==> src/rtl/divisor_pkg.sv <==
// Shared constants and types for the restoring sequential divider.
package divisor_pkg;

  // Default divisor width; the dividend and the quotient are twice as wide.
  localparam int N  = 3;
  localparam int QW = 2 * N;                // dividend / quotient width
  localparam int AW = N + 1;                // partial remainder width
  localparam int CW = $clog2(2 * N + 1);    // iteration counter width

  typedef enum logic [1:0] {
    IDLE,
    RUN,
    DONE
  } state_t;

endpackage

==> src/rtl/divisor_datapath.sv <==
// Restoring shift-subtract datapath: working registers A/Q/M, the trial
// subtractor and the registered result outputs.
module divisor_datapath
  import divisor_pkg::*;
#(
  parameter int N = divisor_pkg::N
) (
  input  logic           clk,
  input  logic           rst_n,
  input  logic           load,
  input  logic           step,
  input  logic           latch,
  input  logic [2*N-1:0] dividendo,
  input  logic [N-1:0]   divisor,
  output logic [2*N-1:0] cociente,
  output logic [N-1:0]   resto,
  output logic           div0
);

  localparam int DW = 2 * N;

  logic [N:0]    a;
  logic [DW-1:0] q;
  logic [N-1:0]  m;
  logic [N:0]    a_sh;
  logic [DW-1:0] q_sh;
  logic [N:0]    t;

  // Shift {A,Q} left and form the trial difference A - {0,M}.
  always_comb begin
    // NOTE: both outputs are fully assigned on every evaluation, so no latch can be inferred.
    {a_sh, q_sh} = {a, q} << 1;
    t            = a_sh - {1'b0, m};
  end

  // Working registers: load a new operation or retire one quotient bit.
  always_ff @(posedge clk or negedge rst_n) begin
    // NOTE: state is updated with non-blocking assignments so every flop samples pre-edge values.
    if (!rst_n) begin
      a    <= '0;
      q    <= '0;
      m    <= '0;
      div0 <= 1'b0;
    end else if (load) begin
      a    <= '0;
      q    <= dividendo;
      m    <= divisor;
      div0 <= (divisor == '0);
    end else if (step) begin
      // A negative trial (MSB set) restores by keeping the shifted A.
      a <= t[N] ? a_sh : t;
      q <= {q_sh[DW-1:1], ~t[N]};
    end
  end

  // Result registers: capture the finished quotient/remainder, or the
  // divide-by-zero convention, and hold them until the next completion.
  always_ff @(posedge clk or negedge rst_n) begin
    if (!rst_n) begin
      cociente <= '0;
      resto    <= '0;
    end else if (latch) begin
      cociente <= div0 ? '1 : q;
      resto    <= div0 ? '0 : a[N-1:0];
    end
  end

endmodule

==> src/rtl/divisor_nr.sv <==
// Sequential restoring divider: control FSM, iteration counter and the
// busy/fin handshake around divisor_datapath.
module divisor_nr
  import divisor_pkg::*;
#(
  parameter int N = divisor_pkg::N
) (
  input  logic           clk,
  input  logic           rst_n,
  input  logic           start,
  input  logic [2*N-1:0] dividendo,
  input  logic [N-1:0]   divisor,
  output logic [2*N-1:0] cociente,
  output logic [N-1:0]   resto,
  output logic           busy,
  output logic           fin,
  output logic           div0
);

  localparam int                DW    = 2 * N;
  localparam int                CNT_W = $clog2(2 * N + 1);
  localparam logic [CNT_W-1:0]  LAST  = CNT_W'(DW - 1);

  state_t           state;
  logic [CNT_W-1:0] count;
  logic             load;
  logic             step;
  logic             latch;

  // Datapath strobes decoded from the current state; start only counts in IDLE.
  always_comb begin
    load  = (state == IDLE) && start;
    step  = (state == RUN);
    latch = (state == DONE);
  end

  // Control FSM with registered busy and fin. Results and fin leave DONE on
  // the same edge, so fin always coincides with freshly valid outputs.
  always_ff @(posedge clk or negedge rst_n) begin
    if (!rst_n) begin
      state <= IDLE;
      count <= '0;
      busy  <= 1'b0;
      fin   <= 1'b0;
    end else begin
      fin <= 1'b0;
      unique case (state)
        IDLE: begin
          if (start) begin
            count <= '0;
            busy  <= 1'b1;
            state <= (divisor == '0) ? DONE : RUN;
          end
        end
        RUN: begin
          count <= count + 1'b1;
          if (count == LAST) state <= DONE;
        end
        DONE: begin
          state <= IDLE;
          busy  <= 1'b0;
          fin   <= 1'b1;
        end
        default: begin
          state <= IDLE;
          busy  <= 1'b0;
        end
      endcase
    end
  end

  divisor_datapath #(
    .N(N)
  ) u_datapath (
    .clk       (clk),
    .rst_n     (rst_n),
    .load      (load),
    .step      (step),
    .latch     (latch),
    .dividendo (dividendo),
    .divisor   (divisor),
    .cociente  (cociente),
    .resto     (resto),
    .div0      (div0)
  );

endmodule

==> config.mk <==
export PLATFORM = sky130hd
export DESIGN_NAME = divisor_nr
export DESIGN_NICKNAME = d
export VERILOG_FILES = /design/src/rtl/divisor_pkg.sv /design/src/rtl/divisor_datapath.sv /design/src/rtl/divisor_nr.sv
export SDC_FILE = /design/constraint.sdc
export NUM_CORES = 1
export LEC_CHECK = 0
export ABC_CLOCK_PERIOD_IN_PS = 2400
export CORE_MARGIN = 10
export CORE_UTILIZATION = 54
export CTS_BUF_LIST = sky130_fd_sc_hd__clkbuf_8
export DETAILED_ROUTE_END_ITERATION = 8
export PLACE_DENSITY = 0.83
export SLEW_MARGIN = 0
export SYNTH_ARGS = -nofsm -noshare
export SYNTH_HDL_FRONTEND = slang
export SYNTH_SLANG_ARGS = --single-unit
==> constraint.sdc <==
create_clock -name clk -period 2.4 [get_ports clk]
set_clock_uncertainty 0.15 [all_clocks]
set_input_delay 0.6 -clock clk [delete_from_list [all_inputs] [get_ports clk]]
set_output_delay 0.6 -clock clk [all_outputs]
set_load 0.05 [all_outputs]
---- After elaboration in Yosys (flattened, before gate mapping) ----
Cells that the tools add are included.
word-level totals
  bits in registers ....................... 29
  output and inout port bits .............. 12
operators by class
  add/subtract/negate cells ............... 2
  equality and inequality tests ........... 5
  mux-type cells .......................... 16
  bitwise logic cells ..................... 2
  reductions and logical operators ........ 8
operators by type and width
  kind                   number
  $mux W6                3
  $mux W3                5
  $mux W2                3
  $pmux W3 S2            1
  $reduce_and A2 Y1      3
  $pmux W2 S2            1
  $reduce_bool A2 Y1     2
  $sub A4 B3 Y4          1
  $add A3 B1 Y3 const B  1
  $eq A3 B3 Y1 const B   1
  $logic_not A3 Y1       1
  $eq A2 B1 Y1 const B   1
  $eq A2 B2 Y1 const B   1
  $logic_not A2 Y1       1
  $mux W1                2
  $ne A2 B1 Y1 const B   1
  $ne A2 B2 Y1 const B   1
  $not A1 Y1             2
  $pmux W1 S2            1
  $logic_and A1 B1 Y1    1

---- Logic depth before layout (Yosys ltp) ----
Gate-level depths: netlist of the first run.
  word-level depth ........................ 4
  gate-level depth with buffers ........... 6

---- Cells and area by module ----
A second synthesis of the first run with hierarchy kept.
unflattened totals
  cell total of the unflattened synthesis .. 157
  area total of the unflattened synthesis .. 1521.5 µm²
by module, submodules not included
  module            instances  cells an instance  area each (µm²)  sequential area each (µm²)
  divisor_datapath  1          129                1172.4           550.5
  divisor_nr        1          28                 349.1            175.2

---- Least setup slack after synthesis of the first run ----
No wires, ideal clock.
  kind .................................... register -> register
  start ................................... register u_datapath.a[1]
  end ..................................... register u_datapath.a[0]
  library setup time ...................... 92 ps
  arrival ................................. 1633 ps
  required time ........................... 2158 ps
  slack ................................... 525 ps
  cell stages (with the launch flop) ...... 6
  period minus slack after synthesis ...... 1875 ps
  path through ............................ dfrtp_1 -> ha_1 -> and3b_4 -> or3_4 -> and3_4 -> o31ai_2
on the way
  cells in the longest elaborated chain, start to end .. 4
ends and longest elaborated chain
  element                 RTL line                RTL
  from (decl)             divisor_datapath.sv:22  logic [N:0] a;
  from (signal assigned)  divisor_datapath.sv:51  a <= t[N] ? a_sh : t;
  $sub A4 B3 Y4           divisor_datapath.sv:33  t = a_sh - {1'b0, m};
  $mux W3                 divisor_datapath.sv:51
  $mux W3                 divisor_datapath.sv:49  end else if (step) begin
  $mux W3                 divisor_datapath.sv:44  end else if (load) begin
Every way passes these cells. The select of a mux whose other input is x is not followed.
A chain may end at the register's enable or synchronous reset.

---- Worst setup path in the final report of the first run ----
  start ................................... register busy
  end ..................................... output port busy
RTL lines
  element                 RTL line          RTL
  from (decl)             divisor_nr.sv:15  output logic busy,
  from (signal assigned)  divisor_nr.sv:43  busy <= 1'b0;
  from (signal assigned)  divisor_nr.sv:51  busy <= 1'b1;
  from (signal assigned)  divisor_nr.sv:61  busy <= 1'b0;
No word-level cell between the ends.

==> results of run 1 <==
cells in the final DEF, fill, tap and decap left out, types with 2 or more instances in the layout:
cell type,instances
nand2_1,35
a21oi_1,5
dfrtp_1,29
xor2_1,2
a22oi_1,6
nand3_1,3
o21ai_0,4
nand3b_1,2
and2_1,2
o21ai_1,10
nand2b_1,4
o31ai_2,2
clkbuf_8,6
clkdlybuf4s50_1,22
buf_4,3
nor2_1,10
inv_1,8
ha_1,5
sequential cells by signal, summed over array words and instances, names as in the netlist:
name and flops:
u_datapath.resto 3, count 3, u_datapath.q 6, u_datapath.div0 1
u_datapath.a 3, u_datapath.cociente 6, busy 1, fin 1
state 2, u_datapath.m 3
logic make-up after synthesis:
logic type / Yosys count / share of synthesized area, %
fa+ha+maj: 6 / 5.92
buf+inv: 13 / 3.77
compound gates: 34 / 15.7
flops: 29 / 52.0
simple gates: 63 / 21.3
xor+xnor: 2 / 1.26
final timing paths:
check,start,endpoint,slack [ns],cells past startpoint
setup / recovery,busy$_DFFE_PN0P_,busy,0.19,1
hold / removal,u_datapath.cociente[2]$_DFFE_PN0P_,u_datapath.cociente[2]$_DFFE_PN0P_,0.33,2
setup reg to reg,u_datapath.a[1]$_DFFE_PN0P_,u_datapath.a[0]$_DFFE_PN0P_,0.41,5
hold reg to reg,u_datapath.cociente[2]$_DFFE_PN0P_,u_datapath.cociente[2]$_DFFE_PN0P_,0.33,2
max in group asynchronous,rst_n,busy$_DFFE_PN0P_,1.29,2
min in group asynchronous,rst_n,u_datapath.resto[1]$_DFFE_PN0P_,0.54,2
through the flow:
stage | area, um^2 | total power, W | setup slack [ns] | util (%)
after global placement | 1650 | 0.00231 | 0.452 | 66.6
after CTS | 1770 | 0.00291 | 0.172 | 71.3
after global routing | 1770 | 0.00312 | 0.146 | 71.3
after detailed placement | 1650 | 0.00239 | 0.413 | 66.6
after floorplan | 1400 | 0.00197 | 0.525 | -
final | 1770 | 0.00289 | 0.192 | 71.3
where the power goes:
part           internal (W)  switching (W)
registers          0.000714       0.000190
logic              0.000592       0.000881
clock network      0.000333       0.000181
total               0.00164        0.00125
final cells by class:
cell class                      count  area, um^2  area share, %
Multi-Input combinational cell    105         617           34.9
Timing Repair Buffer               25         243           13.7
Tap cell                           30        37.5           2.13
Inverter                            7        26.3           1.49
Clock inverter                      2        33.8           1.91
Clock buffer                        6        82.6           4.68
Sequential cell                    29         726           41.1
metal layers:
metal	vias to the layer above	share of wire [%]	GRT usage, %
met5	-	0	0
met4	0	2.7	7.96
met3	10	8.4	6.42
met2	43	49	22.0
met1	523	40	12.1
li1	548	-	-
==> flow_summary_export.csv, run 1 <==
group,metric,value,unit
sta,timing_max_transition_violations_final,0,
sta,hold_viol,0,
place,dp_hpwl,2320,um
cts,clk_pin_slew,0.06,ns
power,peakVddDrop,1.30,mV
drt,drc,0,
cts,h-tree-depth,2,
cts,cts_setup_buffers,0,
critical_path,crit_buf_inv,1,
synth,synth.cells.most_frequent,"nand2_1, dfrtp_1, nor2_1, o21ai_1, inv_1",
sta,relSlewSlack,58.2,%
cts,clk_path_buf_depth,2,
die,ioPinCount,24,
synth,netlist_top_cells_area,"dfrtp_1, nand2_1, ha_1",
sta,finalCritPeriodShare,92.0,%
die,fp.dieH,70.8,um
finish,drive_above_1_share,9.77,%
power,leakage,0.826,nW
finish,instances_no_fill,204,
die,rows,18,
place,place.port_buffers,23,
cts,cts-root-buf,"clkbuf_8",
synth,synth_cells,147,
critical_path,startpoint_type,"register",
critical_path,worstPathRequired,1.65,ns
synth,synth_fp_nets,165,
synth,seq_area_frac_synth,52.0,%
cts,cts_tree,"done",
sta,worst_pin_slew,0.627,ns
die,dieArea,5020,um^2
global_route,grt_usage,12.9,%
sta,rsz0062_at_grt,"false",
cts,clkSinkCount,29,
cts,ctsResizeCount,0,
synth,synth-edff-count,0,
finish,area_growth,26.5,%
global_route,grt_pass1_wl,5260,um
synth,synth.ff_latch_count,29,
drt,drt_pass1_iterations,4,
cts,hold_buffers,0,
sta,setup_viol,0,
critical_path,crit_type,"reg2out",
finish,nFillCells,199,
sta,timing.fmax,453,MHz
sta,fin_hold_ws,0.329,ns
synth,ys_types,33,
synth,syn_area,1400,um^2
synth,yosysTopAreaCellShare,52.0,%
min_path,hold_path.class,"reg2reg",
global_route,grt_overflow,0,
cts,insertion_delay,0.28,ns
power,pwr_density_cell,1640,nW/um^2
critical_path,slowest_delay,0.81,ns
critical_path,critical_path_peak_fanout,2,
finish,fin_nets,191,
drt,avgViaCountPerCell,5.51,
sta,min_period,2.21,ns
synth,yosysMostFrequentCell,"nand2_1",
critical_path,worstPathArrival,1.46,ns
critical_path,critPathTopFamily,"buffers and inverters",
drt,wl,3140,um
finish,diodes,0,
global_route,grt_antenna_before_repair,0,
die,fp.dieW,70.8,um
global_route,grt_pass1_vias,1191,
drt,drt-initial-drc-count,103,
job,drv_cap,0,
synth,yosys.area.top_type,"dfrtp_1",
die,start_util,56.3,%
synth,synth.avg_cell_area,9.49,um^2
status,run_status,"finished clean",
place,dp.cells,196,
cts,cts_made_buffers,5,
die,fp.coreArea,2480,um^2
synth,synth-async-reset-ratio,100,%
critical_path,crit_path_end_kind,"output pin",
sta,tns,0,ns
global_route,grt_max_degree,30,
critical_path,slowest_stage,"clkdlybuf4s50_1",
place,gp_congestion,0.836,
critical_path,path_cells,"clkdlybuf4s50_1",
drt,wl_per_cell,15.4,um
drt,ant_nets,0,
synth,yosysWarnings,0,
synth,synthFlopType,"dfrtp_1",
drt,vias,1124,
No activity file was read; power rests on OpenSTA's default activity.
==> inputs of run 2 (changes only) <==
CAP_MARGIN = 0   (was default)
==> results of run 2 <==
No change in the layout: final DEF, timing and power equal those of run 1.
==> inputs of run 3 (changes only) <==
CORE_ASPECT_RATIO = 1.5   (was default)
CORE_UTILIZATION = 30   (was 54)
PLACE_DENSITY = 0.52   (was 0.83)
==> run 3 against run 2 <==
Compared with the run above:
- global-route usage fell by 4.2 points
- setup slack gained 0.024 ns
- clock-buffer cell count unchanged
- routed wire length is 2.0% higher
- sequential cell count is the same
- fmax grew 1.1%
- register-to-register slack lost 0.05 ns
- critical path depth did not move
- sequential share of layout area up 0.18 points
- critical path type unchanged
- largest power group unchanged
- highest routed layer unchanged
==> flow_summary_export.csv, run 3 (synthesis gave the netlist of run 1 again) <==
group,metric,value,unit
critical_path,worstPathArrival,1.43,ns
die,fp.dieH,104,um
place,placed_area,1670,um^2
die,ioPinCount,24,
cts,h-tree-depth,2,
cts,clk_pin_slew,0.06,ns
critical_path,worstPathRequired,1.65,ns
cts,cts_tree,"done",
global_route,grt_antenna_before_repair,0,
die,fp.dieW,75.7,um
critical_path,path_cells,"clkdlybuf4s50_1",
critical_path,critPathTopFamily,"buffers and inverters",
sta,worst_slack,0.216,ns
drt,wl,3200,um
critical_path,slowest_delay,0.81,ns
finish,final_common_cell,"nand2_1",
drt,drt-initial-drc-count,52,
critical_path,startpoint_type,"register",
sta,hold_viol,0,
sta,worst_pin_slew,0.633,ns
finish,area_growth,26.0,%
power,leakage,0.812,nW
sta,timing.fmax,458,MHz
critical_path,crit_path_end_kind,"output pin",
die,rows,30,
drt,vias,1095,
cts,cts-root-buf,"clkbuf_8",
finish,reg.largest.list,"u_datapath.cociente (6), u_datapath.q (6)",
critical_path,slowest_stage,"clkdlybuf4s50_1",
power,power,0.00276,W
critical_path,critical_path_peak_fanout,2,
sta,tns,0,ns
min_path,hold_path.class,"reg2reg",
cts,cts_made_buffers,5,
sta,timing_max_transition_violations_final,0,
place,gp_congestion,0.717,
drt,drt_pass1_iterations,4,
finish,diodes,0,
global_route,grt_max_degree,30,
die,dieArea,7830,um^2
cts,cts_setup_buffers,0,
cts,clkSinkCount,29,
sta,relSlewSlack,57.8,%
place,dp_slack,0.340,ns
die,fp.coreArea,4500,um^2
global_route,grt_pass1_vias,1074,
power,pwr_density_cell,1570,nW/um^2
finish,fin_nets,191,
place,dp_hpwl,2490,um
critical_path,crit_type,"reg2out",
finish,final_cell_mix,"nand2_1, dfrtp_1, clkdlybuf4s50_1",
finish,drive_above_1_share,9.25,%
drt,avgViaCountPerCell,4.95,
global_route,grt_usage,8.72,%
die,start_util,31.0,%
cts,insertion_delay,0.28,ns
finish,stdcell_area,1760,um^2
status,run_status,"finished clean",
sta,min_period,2.18,ns
drt,wl_per_cell,14.5,um
global_route,grt_pass1_wl,5230,um
drt,drc,0,
power,peakVddDrop,0.336,mV
place,place.port_buffers,23,
sta,setup_viol,0,
cts,clk_path_buf_depth,2,
critical_path,crit_buf_inv,1,
global_route,grt_overflow,0,
sta,rsz0062_at_grt,"false",
cts,hold_buffers,0,
drt,ant_nets,0,
cts,ctsResizeCount,0,
job,drv_cap,0,
sta,finalCritPeriodShare,91.0,%
## run 3: changes by cell type in the layout (fill, tap and decap cells not counted)
cell | before | now
bufinv_16 | 1 | 0
## run 3: layout make-up
cell class              count  area (um^2)
inverters                   7         26.3
repair buffers             25          243
multi-input cells         105          617
flip-flops and latches     29          726
clock buffers               6         82.6
well taps                  48         60.1
clock inverters             1         3.75
fillers                   461         2750
## run 3: worst reg2reg max path, delay by kind of cell (launching register included)
kind / cells / cell delay [ns]
and+or+nand+nor: 3 / 0.81
DFF: 1 / 0.42
adders and majority gates: 1 / 0.36
AOI/OAI and AO/OA: 1 / 0.19
## run 3: power by group
part           switching (W)  leakage (nW)  internal (W)
combinational       0.000868         0.401      0.000590
clock               0.000177        0.0485      0.000223
sequential          0.000187         0.362      0.000714
## run 3: metrics by stage
step / util (%) / hold WS (ns) / cells
after floorplan: - / 0.154 / 147
after global placement: 37.1 / 0.313 / 214
after detailed placement: 37.1 / 0.323 / 214
after CTS: 39.0 / 0.337 / 221
after global routing: 39.0 / 0.365 / 221
final: 39.0 / 0.332 / 221
## run 3: final timing paths
| kind | from | slack, ns | depth (start not counted) | endpoint |
|---|---|---|---|---|
| max | u_datapath.cociente[2]$_DFFE_PN0P_ | 0.22 | 1 | cociente[2] |
| min | u_datapath.resto[0]$_DFFE_PN0P_ | 0.33 | 2 | u_datapath.resto[0]$_DFFE_PN0P_ |
| max reg2reg | u_datapath.a[1]$_DFFE_PN0P_ | 0.36 | 5 | u_datapath.a[0]$_DFFE_PN0P_ |
| min reg2reg | u_datapath.resto[0]$_DFFE_PN0P_ | 0.33 | 2 | u_datapath.resto[0]$_DFFE_PN0P_ |
| max in group asynchronous | rst_n | 1.28 | 2 | u_datapath.m[1]$_DFFE_PN0P_ |
| min in group asynchronous | rst_n | 0.55 | 2 | u_datapath.resto[1]$_DFFE_PN0P_ |
## run 3: metal layers
| metal | vias to the layer above | global-route usage (%) | share of wire, % |
|---|---|---|---|
| met5 | - | 0 | 0 |
| met1 | 513 | 9.40 | 42 |
| met3 | 5 | 3.06 | 6.0 |
| met4 | 0 | 5.73 | 2.6 |
| li1 | 546 | - | - |
| met2 | 31 | 13.7 | 49 |
